$ cat config.mk
export PLATFORM = sky130hd
export DESIGN_NAME = rf_wb_queue
export DESIGN_NICKNAME = d
export VERILOG_FILES = /design/src/rtl/rf_wb_queue.sv
export SDC_FILE = /design/constraint.sdc
export NUM_CORES = 1
export LEC_CHECK = 0
export ABC_AREA = 1
export ABC_CLOCK_PERIOD_IN_PS = 2700
export CORE_MARGIN = 2
export CORE_UTILIZATION = 40
export CTS_BUF_LIST = sky130_fd_sc_hd__clkbuf_16
export DETAILED_ROUTE_END_ITERATION = 8
export HOLD_SLACK_MARGIN = 0.05
export MAX_ROUTING_LAYER = met4
export PLACE_DENSITY_LB_ADDON = 0.2
export SYNTH_ARGS = -nofsm -noshare
export SYNTH_HDL_FRONTEND = slang
export SYNTH_SLANG_ARGS = --single-unit
export TNS_END_PERCENT = 100
$ cat constraint.sdc
create_clock -name clk_i -period 2.7 [get_ports clk_i]
set_input_delay 0.54 -clock clk_i [delete_from_list [all_inputs] [get_ports clk_i]]
set_output_delay 0.54 -clock clk_i [all_outputs]
set_load 0.05 [all_outputs]
$ cat src/rtl/rf_wb_queue.sv
// Write-back queue in front of the register file's single write port.
// Buffers accepted write-backs in order, retires the oldest when the port is free,
// and forwards pending values onto the two combinational read ports.
module rf_wb_queue #(
    parameter int DEPTH = 4,
    parameter int WIDTH = 16,
    parameter int AW    = 2
) (
    input  logic                       clk_i,
    input  logic                       reset_i,
    input  logic                       wb_valid_i,
    output logic                       wb_ready_o,
    input  logic [AW-1:0]              wb_addr_i,
    input  logic [WIDTH-1:0]           wb_data_i,
    input  logic                       rf_busy_i,
    output logic                       rf_write_o,
    output logic [AW-1:0]              rf_addr3_o,
    output logic [WIDTH-1:0]           rf_data3_o,
    input  logic [AW-1:0]              rd_addr1_i,
    input  logic [AW-1:0]              rd_addr2_i,
    input  logic [WIDTH-1:0]           rf_data1_i,
    input  logic [WIDTH-1:0]           rf_data2_i,
    output logic [WIDTH-1:0]           data1_o,
    output logic [WIDTH-1:0]           data2_o,
    output logic [$clog2(DEPTH):0]     count_o
);

    localparam int PW = $clog2(DEPTH);
    localparam int CW = PW + 1;

    logic [AW-1:0]    addr_q [DEPTH];
    logic [WIDTH-1:0] data_q [DEPTH];

    logic [PW-1:0] head_q, head_d;
    logic [PW-1:0] tail_q, tail_d;
    logic [CW-1:0] count_q, count_d;

    logic push_s;
    logic pop_s;
    logic [WIDTH-1:0] data1_s;
    logic [WIDTH-1:0] data2_s;

    // Handshake and retire qualifiers; reset blocks both immediately.
    always_comb begin
        wb_ready_o = (count_q != CW'(DEPTH)) && !reset_i;
        rf_write_o = (count_q != {CW{1'b0}}) && !rf_busy_i && !reset_i;
        push_s     = wb_valid_i && wb_ready_o;
        pop_s      = rf_write_o;
    end

    // Head entry is always presented to the write port.
    always_comb begin
        rf_addr3_o = addr_q[head_q];
        rf_data3_o = data_q[head_q];
    end

    // Pointer and occupancy next-state.
    always_comb begin
        head_d  = head_q;
        tail_d  = tail_q;
        count_d = count_q;
        if (push_s) begin
            tail_d = tail_q + {{(PW-1){1'b0}}, 1'b1};
        end else begin
            tail_d = tail_q;
        end
        if (pop_s) begin
            head_d = head_q + {{(PW-1){1'b0}}, 1'b1};
        end else begin
            head_d = head_q;
        end
        case ({push_s, pop_s})
            2'b10:   count_d = count_q + {{(CW-1){1'b0}}, 1'b1};
            2'b01:   count_d = count_q - {{(CW-1){1'b0}}, 1'b1};
            default: count_d = count_q;
        endcase
    end

    // Queue control state.
    always_ff @(posedge clk_i or posedge reset_i) begin
        if (reset_i) begin
            head_q  <= {PW{1'b0}};
            tail_q  <= {PW{1'b0}};
            count_q <= {CW{1'b0}};
        end else begin
            head_q  <= head_d;
            tail_q  <= tail_d;
            count_q <= count_d;
        end
    end

    // Entry storage; contents are qualified by count, so no reset is needed.
    always_ff @(posedge clk_i) begin
        if (push_s) begin
            addr_q[tail_q] <= wb_addr_i;
            data_q[tail_q] <= wb_data_i;
        end
    end

    // Walk valid entries oldest-to-youngest so the youngest match wins.
    always_comb begin
        data1_s = rf_data1_i;
        data2_s = rf_data2_i;
        for (int i = 0; i < DEPTH; i++) begin
            data1_s = ((CW'(i) < count_q) && (addr_q[head_q + PW'(i)] == rd_addr1_i))
                      ? data_q[head_q + PW'(i)] : data1_s;
            data2_s = ((CW'(i) < count_q) && (addr_q[head_q + PW'(i)] == rd_addr2_i))
                      ? data_q[head_q + PW'(i)] : data2_s;
        end
    end

    assign data1_o = data1_s;
    assign data2_o = data2_s;
    assign count_o = count_q;

endmodule

==> out/results.tsv <==
metric	value	unit
status	finished, violations left	
failing checks	setup timing	
launching element type of the critical path	flip-flop	
number of buffers created by CTS	9	
number of endpoints failing setup at the final stage	32	
Most Frequent Cell on Critical Path	nand2_2	
residual overflow from global routing	0	
compound-cell area share of the yosys netlist	9.567	%
main combinational cell family by area after synthesis	simple AND/OR/NAND/NOR gates	
worst-path maximum fanout	7	
transition time at the pin with the least slew margin	0.5275	ns
post-synthesis net count	1037	
share of Yosys cell area claimed by the top area cell type	33.40	%
maximum operating frequency	326.4	MHz
detailed-router iteration count before antenna repair	7	
RSZ-0062 raised after global routing	true	
Avg Synthesized Cell Area	6.674	um^2
die area	0.01722	mm^2
Final Net Count	1203	
later-pin clock latency in the skew report	0.32	ns
clock tree from TritonCTS	yes	
fraction of the cycle the final worst path needs	113.5	%
max-cap check violation count	0	
post-route cell area	0.01005	mm^2
critical path class	flip-flop to primary output	
floorplan die height	131.2	um
fraction of layout cells with a size suffix above 1	29.54	%
global placer's final weighted congestion	0.9297	
commonest cells after routing, fill and taps aside	nand2_1 (273), inv_1 (95), o21ai_0 (84)	
number of DRC violations after detailed-routing iteration 0	634	
IO Pins	113	
critical path data required time	2.16	ns
count of unique library cells instantiated by Yosys	31	
placed standard-cell area	0.008885	mm^2
cell with the largest stage delay on the worst path	dfrtp_2	
final routed wirelength across all metal layers	20900	um
number of placed cells counting well taps	1315	
maximum number of pins on one net before global-route repair	49	
layout-stage area growth over the synthesis result	55.30	%
number of antenna-violating nets in the routed design	0	
Worst Path Arrival	2.52	ns
final standard cell count with taps included and fillers excluded	1357	
num rows	46	
antenna diode instance count	0	
number of buffer and inverter stages on the critical path	7	
Clock Sinks	79	
Clock H-tree levels	3	
skew final	0.003232	ns
top area cells in the synthesized netlist	edfxtp_1 (33%), nand2_1 (20%), o21ai_0 (8.4%), nor2_1 (5.6%), inv_1 (5.3%)	
number of remaining DRC errors	0	
clock root buffer	clkbuf_16	
area of the core region	0.01583	mm^2
Seq cells post-synth	79	
vias after detailed routing	6893	
average routed wire per standard cell	15.40	um
IO buf count	112	
critical-path cell list	buf_6, clkinvlp_4, buf_6, nand2_2, nand2_2, o21ai_4, xor2_1, nand2_2, inv_4, buf_12, buf_12, nor2_2, nand2_1, nand2_2, buf_12	
crit-path max cell delay	0.44	ns
clock input transition at the sequential cells of the worst setup and hold paths	0.05	ns
synthesized-area fraction occupied by adder cells	1.739	%
Yosys Warn Count	0	
Worst Hold Class	flip-flop to flip-flop	
fraction of synthesized area in multiplexers	1.237	%
die outline width	131.2	um
Synth area leader	edfxtp_1	
vias in the first global route	6010	
max-slew violation count	0	
sequential cell area fraction in the yosys report	36.10	%
Max-Slew Margin vs Limit	64.46	%
Post-DP HPWL	15210	um
largest delay contributor family on the critical path	buffers and inverters	
Fin Setup TNS	-9.572	ns
most common cell after layout, fill and taps aside	nand2_1	
Worst Slack Setup Final	-0.3637	ns
global-route wire length before repair	31930	um
simple-gate area share of the yosys netlist	39.37	%
Hold Fails Final Rpt	0	
minimum clock period	3.064	ns
synthesized instance count	970	
via-per-instance ratio	5.080	
post-synthesis xor/xnor area fraction	1.334	%
antenna violations before repair	0	
overall track demand over capacity in global routing	23.77	%
Worst Setup Slack post-DPL	-0.09991	ns
Clock Tree Buf Depth	2	
CP endpoint kind	primary output	
Starting Density	40.90	%
Syn Std Cell Area	0.006474	mm^2
-- registers in the layout, summed over array words and instances, names as in the netlist --
name and cells:
addr_q 8, count_o 3, tail_q 2, head_q 2, data_q 64
-- synth_stat cells (all sizes together) --
master,n
a211oi,1
a21boi,1
a21oi,5
and2,2
buf,44
clkbuf,13
clkinv,1
dfrtp,7
edfxtp,72
ha,9
inv,95
mux2i,8
nand2,352
nand3,73
nand4,44
nor2,99
nor3,15
o21ai,112
or2,8
xnor2,2
xor2,7
-- per-stage QoR --
step / hold WS [ns] / utilization (%)
after CTS: 0.5483 / 61.36
after global placement: 0.5331 / 56.13
final: 0.5587 / 63.52
after floorplan: 0.3432 / -
after global routing: 0.5839 / 63.52
after detailed placement: 0.5413 / 56.13
-- routing by layer --
layer / up-vias / share of wire [%] / track usage (%) / wire (um)
met5: - / 0 / - / 0
met4: 0 / 2.0 / 5.737 / 416
met3: 31 / 7.8 / 4.668 / 1638
met2: 290 / 43 / 34.04 / 9036
met1: 3073 / 47 / 34.58 / 9811
li1: 3499 / - / - / -
-- what timing repair did --
item                                   4_1_cts  5_1_grt
buffers inserted                            16        1
setup endpoints to repair                   33       37
pin swaps                                   31       46
cloned                                       6        4
hold buffers                                 0        0
endpoints found under the hold margin        0        0
resized for setup                          114       85
-- cell type report --
cell class / count / area (um^2)
flip-flops and latches: 79 / 2342
clock inverters: 7 / 27.53
fillers: 1376 / 5774
inverters: 96 / 370.4
clock buffers: 9 / 225.2
repair inverters: 1 / 7.507
repair buffers: 209 / 2740
well taps: 216 / 270.3
multi-input cells: 740 / 4070
-- logic make-up (layout without fill, tap and decap cells) --
family,count (synthesis),in the layout
AND/OR/NAND/NOR,593,595
flip-flops,79,79
adder cells (fa/ha/maj),9,9
AO/OA/AOI/OAI,119,119
XOR/XNOR,9,9
multiplexers,8,8
buffers and inverters,153,322
-- path summary, 6_finish.rpt --
check | startpoint | end | slack [ns] | cells past startpoint
setup / recovery | head_q[0]$_DFFE_PP0P_ | data1_o[3] | -0.36 | 15
hold / removal | count_o[1]$_DFFE_PP0P_ | count_o[1]$_DFFE_PP0P_ | 0.56 | 2
setup reg to reg | count_o[0]$_DFFE_PP0P_ | count_o[2]$_DFFE_PP0P_ | 0.45 | 9
hold reg to reg | count_o[1]$_DFFE_PP0P_ | count_o[1]$_DFFE_PP0P_ | 0.56 | 2
max in group asynchronous | reset_i | count_o[1]$_DFFE_PP0P_ | 1.80 | 2
min in group asynchronous | reset_i | head_q[1]$_DFFE_PP0P_ | 0.64 | 2
-- worst min-delay path, cell delays in order, from the launching register on --
cell and delay [ns]:
dfrtp_2 0.39, nand2_1 0.06, o21ai_0 0.07
Power is not shown: default switching activity piles up to over one toggle a cycle in this logic, so the estimate is an artifact.
